## config.mk

```make
export PLATFORM = sky130hd
export DESIGN_NAME = bp_me_clint_fwd_arbiter
export DESIGN_NICKNAME = d
export VERILOG_FILES = /design/src/rtl/bp_me_clint_fwd_arbiter.sv
export SDC_FILE = /design/constraint.sdc
export NUM_CORES = 1
export LEC_CHECK = 0
export ABC_AREA = 1
export BUFFER_PORTS_ARGS = -buffer_cell sky130_fd_sc_hd__buf_2
export CAP_MARGIN = 20
export CORE_AREA = 2 2 526 528
export CTS_CLUSTER_DIAMETER = 120
export DETAILED_ROUTE_END_ITERATION = 8
export DIE_AREA = 0 0 528 530
export PLACE_DENSITY_LB_ADDON = 0.2
export SLEW_MARGIN = 20
export SYNTH_ARGS = -nofsm -noshare
export SYNTH_HDL_FRONTEND = slang
export SYNTH_SLANG_ARGS = --single-unit
```

## constraint.sdc

```tcl
create_clock -name clk_i -period 1.6 [get_ports clk_i]
set_input_delay 0.32 -clock clk_i [delete_from_list [all_inputs] [get_ports clk_i]]
set_output_delay 0.32 -clock clk_i [all_outputs]
set_load 0.02 [all_outputs]
```

## src/rtl/bp_me_clint_fwd_arbiter.sv

```systemverilog
`default_nettype none
// ============================================================================
// Module   : bp_me_clint_fwd_arbiter
// Brief    : Round-robin arbiter sharing one CLINT slice BedRock port between
//            NUM_REQ requesters, one outstanding transaction at a time.
//            Optional response timeout: define BP_ME_CLINT_ARB_TIMEOUT_EN.
// Revision : 1.0 - initial release
// ============================================================================
module bp_me_clint_fwd_arbiter #(
    parameter int NUM_REQ        = 4,
    parameter int HEADER_WIDTH   = 128,
    parameter int DATA_WIDTH     = 64,
    parameter int TIMEOUT_CYCLES = 1024,
    localparam int LG_REQ        = $clog2(NUM_REQ)
) (
    input  logic                            clk_i,
    input  logic                            reset_i,

    input  logic [NUM_REQ*HEADER_WIDTH-1:0] req_fwd_header_i,
    input  logic [NUM_REQ*DATA_WIDTH-1:0]   req_fwd_data_i,
    input  logic [NUM_REQ-1:0]              req_fwd_v_i,
    output logic [NUM_REQ-1:0]              req_fwd_ready_and_o,

    output logic [HEADER_WIDTH-1:0]         req_rev_header_o,
    output logic [DATA_WIDTH-1:0]           req_rev_data_o,
    output logic [NUM_REQ-1:0]              req_rev_v_o,
    input  logic [NUM_REQ-1:0]              req_rev_ready_and_i,

    output logic [HEADER_WIDTH-1:0]         mem_fwd_header_o,
    output logic [DATA_WIDTH-1:0]           mem_fwd_data_o,
    output logic                            mem_fwd_v_o,
    input  logic                            mem_fwd_ready_and_i,

    input  logic [HEADER_WIDTH-1:0]         mem_rev_header_i,
    input  logic [DATA_WIDTH-1:0]           mem_rev_data_i,
    input  logic                            mem_rev_v_i,
    output logic                            mem_rev_ready_and_o,

    output logic [LG_REQ-1:0]               owner_o,
    output logic                            timeout_o
);

    typedef enum logic [1:0] {
        E_IDLE = 2'd0,
        E_SEND = 2'd1,
        E_WAIT = 2'd2
    } state_e;

    state_e              r_state;
    logic [LG_REQ-1:0]   r_owner;
    logic [LG_REQ-1:0]   r_last;
    logic [LG_REQ-1:0]   w_pick;
    logic                w_any_v;
    logic                w_fwd_hs;
    logic                w_rev_hs;

    logic [HEADER_WIDTH-1:0] w_hdr [NUM_REQ];
    logic [DATA_WIDTH-1:0]   w_dat [NUM_REQ];

    for (genvar g = 0; g < NUM_REQ; g++) begin : g_unpack
        assign w_hdr[g] = req_fwd_header_i[g*HEADER_WIDTH +: HEADER_WIDTH];
        assign w_dat[g] = req_fwd_data_i[g*DATA_WIDTH +: DATA_WIDTH];
    end

    // Scan from farthest offset to nearest so the nearest valid after r_last wins.
    always_comb begin
        logic [LG_REQ:0] scan;
        w_pick  = '0;
        w_any_v = 1'b0;
        scan    = '0;
        for (int i = NUM_REQ; i >= 1; i--) begin
            scan = {1'b0, r_last} + (LG_REQ+1)'(i);
            if (scan >= (LG_REQ+1)'(NUM_REQ)) begin
                scan = scan - (LG_REQ+1)'(NUM_REQ);
            end
            if (req_fwd_v_i[scan[LG_REQ-1:0]]) begin
                w_pick  = scan[LG_REQ-1:0];
                w_any_v = 1'b1;
            end
        end
    end

    assign mem_fwd_header_o = w_hdr[r_owner];
    assign mem_fwd_data_o   = w_dat[r_owner];
    assign req_rev_header_o = mem_rev_header_i;
    assign req_rev_data_o   = mem_rev_data_i;
    assign owner_o          = r_owner;

    // Handshake outputs are held low while reset is asserted.
    always_comb begin
        req_fwd_ready_and_o = '0;
        req_rev_v_o         = '0;
        mem_fwd_v_o         = 1'b0;
        mem_rev_ready_and_o = 1'b0;
        if (!reset_i) begin
            case (r_state)
                E_IDLE: mem_rev_ready_and_o = 1'b1;
                E_SEND: begin
                    mem_fwd_v_o                  = req_fwd_v_i[r_owner];
                    req_fwd_ready_and_o[r_owner] = mem_fwd_ready_and_i;
                end
                E_WAIT: begin
                    req_rev_v_o[r_owner] = mem_rev_v_i;
                    mem_rev_ready_and_o  = req_rev_ready_and_i[r_owner];
                end
                default: ;
            endcase
        end
    end

    assign w_fwd_hs = mem_fwd_v_o & mem_fwd_ready_and_i;
    assign w_rev_hs = mem_rev_v_i & mem_rev_ready_and_o;

`ifdef BP_ME_CLINT_ARB_TIMEOUT_EN
    localparam int CNT_W = $clog2(TIMEOUT_CYCLES + 1);

    logic [CNT_W-1:0] r_cnt;
    logic             r_timeout;

    assign timeout_o = r_timeout;

    always_ff @(posedge clk_i) begin
        if (reset_i) begin
            r_state   <= E_IDLE;
            r_owner   <= '0;
            r_last    <= LG_REQ'(NUM_REQ - 1);
            r_cnt     <= '0;
            r_timeout <= 1'b0;
        end else begin
            r_timeout <= 1'b0;
            case (r_state)
                E_IDLE: if (w_any_v) begin
                    r_owner <= w_pick;
                    r_state <= E_SEND;
                end
                E_SEND: if (w_fwd_hs) begin
                    r_last  <= r_owner;
                    r_cnt   <= '0;
                    r_state <= E_WAIT;
                end
                E_WAIT: begin
                    // Count reaches TIMEOUT_CYCLES on the same edge we leave.
                    if (w_rev_hs) begin
                        r_state <= E_IDLE;
                    end else if (r_cnt == CNT_W'(TIMEOUT_CYCLES - 1)) begin
                        r_state   <= E_IDLE;
                        r_timeout <= 1'b1;
                        r_cnt     <= r_cnt + 1'b1;
                    end else begin
                        r_cnt <= r_cnt + 1'b1;
                    end
                end
                default: r_state <= E_IDLE;
            endcase
        end
    end
`else
    assign timeout_o = 1'b0;

    always_ff @(posedge clk_i) begin
        if (reset_i) begin
            r_state <= E_IDLE;
            r_owner <= '0;
            r_last  <= LG_REQ'(NUM_REQ - 1);
        end else begin
            case (r_state)
                E_IDLE: if (w_any_v) begin
                    r_owner <= w_pick;
                    r_state <= E_SEND;
                end
                E_SEND: if (w_fwd_hs) begin
                    r_last  <= r_owner;
                    r_state <= E_WAIT;
                end
                E_WAIT: if (w_rev_hs) begin
                    r_state <= E_IDLE;
                end
                default: r_state <= E_IDLE;
            endcase
        end
    end
`endif

endmodule
`default_nettype wire

```

* Yosys cells after proc, flatten, opt, wreduce, memory -nomap -nowiden *
Index checks and enable logic that the tools add are counted.

cells by class
  reduce and logical (&&, ||, !) cells = 5
  bitwise gates (word level) = 5
  eq/ne operators = 5
  add/subtract/negate cells = 8
  multiplexer cells = 44
  order comparisons = 11

operators by type and width
  operator                                                    count
  binary-select mux 128 bit (select 2 bit)                    1
  two-way mux 128 bit                                         2
  binary-select mux 64 bit (select 2 bit)                     1
  two-way mux 64 bit                                          2
  two-way mux 2 bit                                           11
  two-way mux 4 bit                                           4
  greater-or-equal comparator 3 bit, second input constant    5
  less-than comparator 2 x 3 -> 1 bit, second input constant  5
  two-way mux 1 bit                                           14
  binary-select mux 1 bit (select 2 bit)                      6
  bitwise AND 4 bit                                           2
  subtractor 2 x 1 -> 2 bit, second input constant            4
  adder 2 x 2 -> 3 bit, second input constant                 2
  inequality test 2 bit, second input constant                3
  one-hot mux 2 bit (3 select lines)                          1
  AND reduction 2 bit                                         2
  adder 2 x 1 -> 3 bit, second input constant                 1
  adder 2 x 3 -> 3 bit, second input constant                 1
  inverter 2 -> 3 bit                                         1
  AND reduction 3 bit                                         1
  bitwise AND 1 bit                                           2
  demux 1 bit (select 2 bit)                                  1
  equality test 2 x 1 -> 1 bit, second input constant         1
  equality test 2 bit, second input constant                  1
  4 further kinds                                             4

storage, ports and cells
  output and inout port bits = 397
  bits of input ports = 972
  register bits = 6
  logic and storage cells = 81

* Longest topological paths before layout *
  word-level depth = 11
  depth in mapped cells = 12
  gate-level depth less buffers = 11

* Worst setup path after synthesis *
No wires, ideal clock.

  kind = register -> output
  from = reg r_owner[1] (netlist: owner_o[1])
  to = out req_fwd_ready_and_o[2]
  arrival time = 1.545 ns
  path buffers = 2
  stages on the path, launching flop included = 7
  path slack = -0.265 ns
  data required time = 1.280 ns
  cells stage by stage = dfxtp_1 > buf_4 > inv_1 > nor2_2 > buf_2 > inv_1 > nor3_1

between the ends
  word-level cells in the longest chain between the ends = 7
  elaborated cells between the ends (all ways) = 8
  classes of those cells = 2 x order compare; 4 x mux; 1 x bitwise; 1 x reduce/logical

ends and longest elaborated chain
  element                                                                                                                         RTL line  RTL
  start, declared                                                                                                                 50        logic [LG_REQ-1:0] r_owner;
  start signal, assigned                                                                                                          168       r_owner <= w_pick;
  less-than comparator 2 x 3 -> 1 bit (implied by the code) / greater-or-equal comparator 2 x 1 -> 1 bit (equally long branches)  100       req_fwd_ready_and_o[r_owner] = mem_fwd_ready_and_i;
  logical AND 1 bit (implied by the code)                                                                                         100
  two-way mux 1 bit (implied by the code)                                                                                         100
  demux 1 bit (select 2 bit) (*)                                                                                                  100
  bitwise AND 4 bit (no source line) (*)                                                                                          --
  two-way mux 4 bit (*)                                                                                                           96        case (r_state)
  two-way mux 4 bit (*)                                                                                                           95        if (!reset_i) begin
  end, declared                                                                                                                   22        output logic [NUM_REQ-1:0] req_fwd_ready_and_o,

Every way passes the cells marked *; elsewhere a longest branch is shown, timed or not.

* Final worst setup path *
  from = reg r_owner[0] (netlist: owner_o[0])
  to = out mem_fwd_header_o[27]

between the ends
  word-level cells in the longest chain between the ends = 4

ends and longest elaborated chain
  element                                                  RTL line  RTL
  inverter 2 -> 3 bit (implied by the code)                83        assign mem_fwd_header_o = w_hdr[r_owner];
  binary-select mux 128 bit (select 2 bit)                 83
  two-way mux 128 bit (implied by the code) (2 in series)  83
  end, declared                                            29        output logic [HEADER_WIDTH-1:0] mem_fwd_header_o,

No other way between the ends. The select of a mux whose other input is x is not followed.

==> summary.txt <==
Floorplan
  – Std cell rows: 193
  – Die height: 530 um
  – Core Region: 275000 um2
  – Die extent in x: 528 um
  – Initial cell density of the core: 2.24%
  – Die outline area: 280000 um2
  – Number of top-level pins: 1369

CTS
  – Worst-path clk slew: 0.03 ns
  – TritonCTS sink count: 6
  – Count of H-tree levels built during CTS: 1
  – Clock root buffer: clkbuf_16
  – TritonCTS Buffers: 3
  – Clock insertion delay at the later pin of the skew report: 0.23 ns
  – Number of buffers on the longest clock path: 2
  – Clock tree from TritonCTS: yes

Finish
  – Fin nets: 2939
  – Share of cells above drive strength 1: 85.0%
  – Number of non-filler instances in the completed layout: 5681
  – Multi-input combinational cell area: 6060 um2
  – Utilization after layout: 7.82%
  – Fillers: 32400
  – Area used by sequential logic in the layout: 129 um2
  – Signed area change from the synthesized netlist to the final layout: 249%

Logic synthesis
  – Xor-xnor portion of the synthesized cell area: 0%
  – Compound-cell area share of the yosys netlist: 41.4%
  – Mux contribution to synthesized area: 0%
  – Sequential share of the synthesized area: 1.95%
  – Total of warnings raised by yosys: 0
  – Cell Area, Synth: 6150 um2
  – Mean Syn Cell Area: 6.02 um2
  – Total of flip-flops plus latches after synthesis: 6
  – Dominant combinational cell family by area after synthesis: compound AO/OA/AOI/OAI gates
  – Mapped Nets: 1995
  – Synth Area in Simple Gates: 24.6%
  – Synthesized instance count: 1023
  – Area share of fa/ha/maj cells after synthesis: 0%
  – Library cells used by synthesis: 20

Drt
  – First-iteration detailed-routing DRC count: 726
  – Via total after detailed routing: 13800
  – DR DRC count: 0
  – Wire length after detailed routing: 203000 um
  – Routed WL per cell: 35.7 um
  – Number of detailed-routing iterations run before antenna repair: 5
  – Antenna violation net count after detailed routing: 0
  – Routed via count divided by cell count: 2.44

STA
  – Post-route fraction of the period consumed by the critical path: 143%
  – Max transition margin: 66.5%
  – Highest achievable clock rate: 438 MHz
  – Unrepaired setup endpoints after global routing: true
  – Slack of the critical path: -0.681 ns
  – Setup skew after layout: 0.000759 ns
  – Final Critical Period: 2.28 ns
  – Final Slew Violations: 0
  – Fin. Hold Viols: 0
  – Slew at the pin with the worst max-slew slack: 0.502 ns
  – Final-report setup violation count: 206

Place
  – Final HPWL from detailed placement: 184000 um
  – Placed cell count: 5490
  – Number of buffers inserted by port buffering: 983
  – Final estimated routing congestion in global placement: 0.847

Critical path
  – CP Capture Type: output pin
  – Setup CP Type: reg2out
  – Maximum fanout count along the critical path: 7
  – Setup slack, reg-to-reg: -0.08 ns
  – Required arrival time at the worst endpoint: 1.28 ns
  – Category of the worst setup path launch point: register
  – CP arrival: 1.96 ns

Flow run
  – Total of max-cap violations: 0

Power
  – VDD IR max: 0.417 mV
  – Leakage power summed over all cells: 8.42 nW
  – Power Dens Cells: 1090 nW/um2

GRT
  – First-pass GRT wire length: 224000 um
  – Vias in the first global route: 13500
  – Overall overflow remaining after global route: 0
  – Maximum number of pins on one net before global-route repair: 38
  – Overall fraction of global-route tracks in use: 13.5%
  – Antenna violations before repair: 244

Outcome
  – Outcome: finished, violations left
  – Violations in the final reports: negative setup slack

Min path
  – Class of the tightest hold or removal check: in2reg
==> what timing repair did <==
action                                  CTS  global route
endpoints found under the setup margin  206           208
pin swaps                                57           100
setup buffers                            35            26
hold buffers                              0             0
cloned                                   20            19
gates resized for setup                 242           313
==> logic make-up (layout without fill, tap and decap cells) <==
kind of cell,Yosys count,in the layout
AND/OR/NAND/NOR,374,374
AO/OA/AOI/OAI,341,341
buffers and inverters,301,1243
flip-flops,6,6
other,1,110
==> flip-flops by register name, summed over array words and instances (netlist names) <==
signal	cells
owner_o	2
r_last	2
r_state	2
==> cells in the final DEF (no fill, tap or decap), drive strengths merged, types with 4 or more instances in the layout <==
cell	synthesis	routed
nor2	11	11
clkbuf	7	18
inv	22	21
dfxtp	6	6
a22oi	335	335
nand2	290	290
diode	0	109
nand3	59	59
buf	272	1202
nor3	9	9
nand4	4	4
==> final timing paths <==
check        cells after the start                    to        from
max                              8  mem_fwd_header_o[27]  owner_o[0]
min                              3            owner_o[1]     reset_i
max reg2reg                     11             r_last[0]  owner_o[0]
min reg2reg                      2             r_last[0]   r_last[0]
==> power by group <==
| part | switching (W) | total (W) | internal [W] |
|---|---|---|---|
| Sequential | 0.0000336 | 0.000214 | 0.000181 |
| Combinational | 0.0126 | 0.0228 | 0.0101 |
| Clock | 0.0000885 | 0.000410 | 0.000321 |
==> worst max-delay path, stage by stage, from the launching register on <==
cell	delay (ns)
dfxtp_4	0.37
buf_12	0.13
nor2_4	0.05
buf_12	0.15
buf_12	0.15
buf_12	0.14
a22oi_2	0.40
nand2_2	0.14
buf_12	0.17
==> synth_stat cells <==
library cell  instances  area share, %
a22oi_1             335             41
nand2_1             289             18
buf_4               199             24
buf_2                73            5.9
nand3_1              59            4.8
inv_1                18            1.1
nor3_1                9           0.73
nor2_1                8           0.49
clkbuf_1              7           0.43
dfxtp_1               6            2.0
inv_2                 4           0.24
nand4_1               4           0.41
a21oi_1               3           0.24
nor2_2                2           0.20
o21ai_0               2           0.16
and2_1                1           0.10
conb_1                1          0.061
nand2_2               1           0.10
nor2_4                1           0.18
o21ai_1               1          0.081
==> layer usage <==
metal  up-vias  track usage (%)  part of all wire (%)  wire length, um
met5         -                0                  0.49              995
met4       144             4.49                   4.2             8530
met1      6168             12.1                    31            62400
met3       525             10.5                    18            35900
li1       5580                -                     -                -
met2      1428             22.9                    47            94700
==> layout make-up <==
cell class	count	share of cell area, %
Antenna cell	109	1.27
Clock buffer	3	0.349
Inverter	22	0.512
Multi-Input combinational cell	716	28.2
Sequential cell	6	0.600
Tap cell	3607	21.0
Timing Repair Buffer	1218	48.1
==> metrics by stage <==
| step | setup slack, ns | hold WS (ns) | total power, W | cell area, um2 | setup TNS, ns |
|---|---|---|---|---|---|
| 3_3_place_gp | -1.06 | 0.557 | 0.0188 | 17700 | -82.63 |
| 4_1_cts | -0.792 | 0.440 | 0.0222 | 19600 | -121.90 |
| 6_report | -0.681 | 0.440 | 0.0234 | 21500 | -112.43 |
| 5_1_grt | -0.743 | 0.459 | 0.0245 | 21400 | -125.60 |
| 2_1_floorplan | -0.0380 | 0.382 | 0.00688 | 6980 | -1.48 |
| 3_5_place_dp | -1.01 | 0.556 | 0.0188 | 17700 | -80.48 |
(Power assumes the default switching activity.)
